--- src/rtl/fnd_scan_ctrl.sv ---
// Scan controller for a 4-digit common-anode 7-segment display.
// Scans one digit per SCAN_DIV cycles, latches a time snapshot per frame, and flips pages at frame wrap.
module fnd_scan_ctrl #(
    parameter int unsigned SCAN_DIV     = 100_000,
    parameter int unsigned BLINK_THRESH = 50
) (
    input  logic       clk,
    input  logic       reset_n,
    input  logic [6:0] msec,
    input  logic [5:0] sec,
    input  logic [5:0] min,
    input  logic [4:0] hour,
    input  logic       page_toggle,
    input  logic       blank,
    output logic [3:0] fnd_comm,
    output logic [7:0] fnd_font,
    output logic       page
);

    localparam int unsigned CW = (SCAN_DIV > 1) ? $clog2(SCAN_DIV) : 1;
    localparam logic [CW-1:0] CNT_MAX = CW'(SCAN_DIV - 1);
    localparam logic [6:0] THRESH = 7'(BLINK_THRESH);

    typedef enum logic {StShow, StPend} state_e;

    logic [CW-1:0] cnt_q, cnt_d;
    logic [1:0]    idx_q, idx_next;
    logic          tick, wrap;
    state_e        state_q, state_d;
    logic          page_q, page_d;
    logic [6:0]    ms_l, s_l, mi_l, h_l;
    logic [3:0]    comm_q;
    logic [7:0]    font_q;

    function automatic logic [6:0] clamp99(input logic [6:0] v);
        return (v > 7'd99) ? 7'd99 : v;
    endfunction

    assign tick     = (cnt_q == CNT_MAX);
    assign wrap     = tick && (idx_q == 2'd3);
    assign idx_next = idx_q + 2'd1;
    assign cnt_d    = tick ? '0 : cnt_q + CW'(1);

    // A toggle arriving on the wrap cycle resolves together with any pending one.
    always_comb begin
        state_d = state_q;
        page_d  = page_q;
        case (state_q)
            StShow: begin
                if (wrap) begin
                    if (page_toggle) page_d = ~page_q;
                end else if (page_toggle) begin
                    state_d = StPend;
                end
            end
            StPend: begin
                if (wrap) begin
                    state_d = StShow;
                    if (!page_toggle) page_d = ~page_q;
                end else if (page_toggle) begin
                    state_d = StShow;
                end
            end
            default: state_d = StShow;
        endcase
    end

    // Digit 0 is built from live inputs, which are exactly what the latch captures on that edge.
    logic [6:0] src_ms, src_s, src_mi, src_h;
    logic [6:0] val_a, val_b, ms_c, dig_full;
    logic [3:0] digit, dp_mask;
    logic [6:0] seg;

    always_comb begin
        src_ms = wrap ? msec : ms_l;
        src_s  = wrap ? {1'b0, sec} : s_l;
        src_mi = wrap ? {1'b0, min} : mi_l;
        src_h  = wrap ? {2'b00, hour} : h_l;
        ms_c   = clamp99(src_ms);
        val_a  = page_d ? clamp99(src_mi) : ms_c;
        val_b  = page_d ? clamp99(src_h) : clamp99(src_s);
        case (idx_next)
            2'd0:    dig_full = val_a % 7'd10;
            2'd1:    dig_full = val_a / 7'd10;
            2'd2:    dig_full = val_b % 7'd10;
            default: dig_full = val_b / 7'd10;
        endcase
        digit   = dig_full[3:0];
        dp_mask = (ms_c >= THRESH) ? 4'b1010 : 4'b1111;
        case (digit)
            4'd0:    seg = 7'h40;
            4'd1:    seg = 7'h79;
            4'd2:    seg = 7'h24;
            4'd3:    seg = 7'h30;
            4'd4:    seg = 7'h19;
            4'd5:    seg = 7'h12;
            4'd6:    seg = 7'h02;
            4'd7:    seg = 7'h78;
            4'd8:    seg = 7'h00;
            default: seg = 7'h10;
        endcase
    end

    always_ff @(posedge clk or negedge reset_n) begin
        if (!reset_n) begin
            cnt_q   <= '0;
            idx_q   <= 2'd0;
            state_q <= StShow;
            page_q  <= 1'b0;
            ms_l    <= '0;
            s_l     <= '0;
            mi_l    <= '0;
            h_l     <= '0;
            comm_q  <= 4'hF;
            font_q  <= 8'hFF;
        end else begin
            cnt_q   <= cnt_d;
            state_q <= state_d;
            page_q  <= page_d;
            if (tick) begin
                idx_q <= idx_next;
                if (blank) begin
                    comm_q <= 4'hF;
                    font_q <= 8'hFF;
                end else begin
                    comm_q <= ~(4'b0001 << idx_next);
                    font_q <= {dp_mask[idx_next], seg};
                end
            end
            if (wrap) begin
                ms_l <= msec;
                s_l  <= {1'b0, sec};
                mi_l <= {1'b0, min};
                h_l  <= {2'b00, hour};
            end
        end
    end

    assign fnd_comm = comm_q;
    assign fnd_font = font_q;
    assign page     = page_q;

endmodule

--- config.mk ---
export PLATFORM = sky130hd
export DESIGN_NAME = fnd_scan_ctrl
export DESIGN_NICKNAME = d
export VERILOG_FILES = /design/src/rtl/fnd_scan_ctrl.sv
export SDC_FILE = /design/constraint.sdc
export NUM_CORES = 1
export LEC_CHECK = 0
export CAP_MARGIN = 15
export CELL_PAD_IN_SITES_DETAIL_PLACEMENT = 0
export CELL_PAD_IN_SITES_GLOBAL_PLACEMENT = 1
export CORE_ASPECT_RATIO = 1.75
export CORE_MARGIN = 3
export CORE_UTILIZATION = 45
export CTS_CLUSTER_DIAMETER = 60
export DETAILED_ROUTE_END_ITERATION = 10
export DONT_BUFFER_PORTS = 1
export PLACE_DENSITY_LB_ADDON = 0.1
export SLEW_MARGIN = 20
export SYNTH_ARGS = -nofsm -noshare
export SYNTH_HDL_FRONTEND = slang
export SYNTH_SLANG_ARGS = --single-unit
--- constraint.sdc ---
create_clock -name clk -period 6.4 [get_ports clk]
set_input_delay 0.64 -clock clk [delete_from_list [all_inputs] [get_ports clk]]
set_output_delay 0.64 -clock clk [all_outputs]
set_load 0.02 [all_outputs]
==> metrics.yaml <==
status:
  outcome: "complete, no violations"
layout:
  drive_gt1_share_pct: 22.22
  layout.nets: 551
  area_delta_synth_final_pct: 17.29
  fillers: 865
  instances_no_fill: 635
  diodes: 0
yosys:
  synth.area.mux_share_pct: 9.615
  synth-simple-area-share_pct: 23.68
  synth.top_cells.by_count: "81 x nand2_1, 49 x dfrtp_1, 38 x nor2_1"
  synth_compound_area_share_pct: 17.49
  synthTopCellsByArea: "dfrtp_1 28%, dfstp_2 7.2%, nand2_1 6.9%"
  synth_top_family_by_area: "simple AND/OR/NAND/NOR gates"
  synth_flop_cell: "dfrtp_1"
  synthXorXnorAreaFrac_pct: 5.364
  synthArstFlopShare_pct: 100.0
  ys_seq_area_share_pct: 35.15
  synth_top_area_share_pct: 27.96
  synth_edf_count: 0
  syn_area_per_cell_um2: 8.987
  syn_inst: 488
  synthesis.area_um2: 4385
  synth.largest_area_cell: "dfrtp_1"
  synth-adder-area-share_pct: 4.280
  synth_warnings: 0
  syn_nets: 531
  ys_ff_latch: 61
  synthDistinctLibCells: 82
  synth_most_common_cell: "nand2_1"
grt:
  grt_pass1_vias: 3885
  grt_use_total_pct: 22.50
  antenna_found_initial: 0
  grt_max_degree: 50
  grt_pass1_wl_mm: 19.09
  globalRouteOverflowTotal: 0
setup_path:
  cp-end-kind: "register"
  critPathCapture: "fnd_font[4]"
  r2r-end: "fnd_font[4]"
  critical_path_class: "reg2reg"
  r2r_cells: 31
  cp.required_ns: 6.66
  rr_startpoint: "cnt_q[0]"
  crit_fanout: 34
  worstSetupStartpoint: "cnt_q[0]"
  crit_arrival_ns: 6.35
  critPathLaunchType: "register"
  critical_path.max_stage_delay_ns: 0.54
  rrSetupSlack_ns: 0.30
  cpMaxStageDelayCell: "or4b_4"
clocking:
  cts_tree: "yes"
  cts_root_buf: "clkbuf_16"
  clockBufferDepth: 2
  clock_latency_ns: 0.33
  cts_sinks: 61
  clk_pin_slew_ns: 0.05
  cts_buffers: 9
  htreeDepth: 3
sta:
  fmax_mhz: 164.0
  final_max_slew_viol_count: 0
  period_needed_ns: 6.098
  setup_viol: 0
  fin_crit_sh_pct: 95.29
  finalSetupTns_ns: 0
  slew_headroom_pct: 58.39
  worst_slew_pin_slew_ns: 0.6242
  hold_viol_final: 0
  finalClockSkew_ns: 0.004964
floorplan:
  dieWidth_um: 80.63
  coreArea_um2: 9468
  die_area_um2: 11010
  row_count: 47
  ios: 41
  die_h_um: 136.6
  initial_core_util_pct: 46.32
drt:
  post_drt_via_cell_ratio: 5.894
  vias: 3743
  routedWlPerCell_um: 18.23
  drt_pass1_iterations: 4
  drt_iter0_drc: 174
  drc: 0
  wirelength_mm: 11.58
  ant_nets: 0
power:
  fin_total_pwr_uw: 1012
  switching_share_pct: 22.15
  powerDensity_nw_per_um2: 196.8
  comb_power_share_pct: 7.4
  power.static_leakage_uw: 0.002239
  ir_drop_v: 0.0001258
  p_int_uw: 788.0
  power_switching_uw: 224.3
  seqPwrFrac_pct: 39.6
  clock_power_share_pct: 53.0
flow_run:
  drv_cap: 0
place:
  gp_congestion: 0.8833
  dp.cells: 612
  portBuffers: 0
  dp.final_hpwl_mm: 8.553
hold_path:
  worstHoldPathType: "in2async"
[placed cells by master, fill, tap and decap left out, types with 3 or more instances in the layout]
| cell type | instances |
|---|---|
| or3_1 | 3 |
| a31oi_1 | 12 |
| ha_1 | 12 |
| inv_1 | 16 |
| a221oi_1 | 3 |
| dfstp_2 | 12 |
| a21o_1 | 6 |
| ha_2 | 3 |
| clkbuf_16 | 9 |
| a31oi_2 | 3 |
| xnor2_1 | 12 |
| o311ai_0 | 3 |
| o2111ai_1 | 3 |
| and3_1 | 9 |
| dfrtp_1 | 49 |
| nand2_1 | 80 |
| or2_2 | 3 |
| nor3_1 | 4 |
| nor2b_1 | 3 |
| nor3b_1 | 4 |
| mux2i_1 | 17 |
| nand3b_1 | 4 |
| nor2_1 | 38 |
| nor4b_1 | 4 |
| o221ai_1 | 3 |
| a21boi_0 | 3 |
| o21ai_0 | 11 |
| mux2_2 | 11 |
| buf_4 | 31 |
| xor2_1 | 8 |
| and2_1 | 11 |
| nand3_1 | 15 |
| nand4_1 | 7 |
| a31o_2 | 3 |
| a211oi_1 | 4 |
| mux2i_2 | 4 |
| nand2b_1 | 3 |
| a21oi_1 | 17 |
[power by group through the flow]
stage                     Combinational, uW  Clock [uW]  Sequential [uW]
final                                  74.9         537              401
after global routing                   81.1         569              401
after CTS                              76.0         550              401
after detailed placement               66.9           0              407
after global placement                 66.7           0              407
after floorplan                        41.5           0              406
[flip-flops by register name, indices dropped and copies added (netlist names)]
name and flops:
s_l 7, state_q 1, fnd_comm 4, ms_l 7
h_l 7, fnd_font 8, idx_q 2, page 1
cnt_q 17, mi_l 7
[worst max-delay path: cells and delay by family, from the launching register on]
family                   cells  cell delay, ns
flip-flops                   1            0.38
multiplexers                 4            0.84
AND/OR/NAND/NOR              8            1.72
buffers and inverters        6            0.79
adder cells (fa/ha/maj)      4            0.80
AO/OA/AOI/OAI                8            1.37
XOR/XNOR                     1            0.08
[metal layers]
layer / wire length, um / GRT usage [%]
met4: 308 / 8.835
met1: 4524 / 25.18
met5: 0 / 0
met3: 498 / 4.611
met2: 6244 / 40.87
[worst min path at each step]
stage,from,to,cells past startpoint
finish,reset_n,fnd_comm[2],0
global route,reset_n,fnd_font[3],0
CTS,reset_n,fnd_font[6],0
detailed placement,reset_n,state_q,0
global placement,reset_n,state_q,0
floorplan,reset_n,cnt_q[0],0
[cell families (layout without fill, tap and decap cells)]
family          count (synthesis)  after routing
compound gates                103            103
xor+xnor                       23             23
fa+ha+maj                      15             15
buf+inv                        42             67
flops                          61             61
mux                            38             38
simple gates                  206            206
[final cells by class]
| class | instances | area, um2 | share of cell area (%) |
|---|---|---|---|
| Sequential cell | 61 | 1541 | 29.97 |
| Multi-Input combinational cell | 385 | 2766 | 53.78 |
| Clock inverter | 3 | 67.56 | 1.314 |
| Tap cell | 122 | 152.6 | 2.968 |
| Inverter | 17 | 63.81 | 1.241 |
| Timing Repair Buffer | 34 | 291.5 | 5.668 |
| Clock buffer | 13 | 260.3 | 5.060 |
[metrics by stage]
stage                     utilization (%)  worst slack, ns  hold WS (ns)  area (um2)
after floorplan                         -           0.1568        0.3444        4385
after global placement              48.70           0.1312        0.3461        4611
after detailed placement            48.70          -0.1212        0.3462        4611
after CTS                           52.90          0.01432        0.1442        5009
after global routing                54.33        -0.007603        0.1412        5144
final                               54.33           0.3015        0.1565        5144
[what timing repair did]
item | 4_1_cts | 5_1_grt
endpoints found under the setup margin | 2 | 6
setup buffers | 1 | 5
gates resized for setup | 9 | 21
hold endpoints to repair | 49 | 0
pin swaps | 1 | 3
hold buffers | 1 | 0
Power figures use the tool's default switching activity.
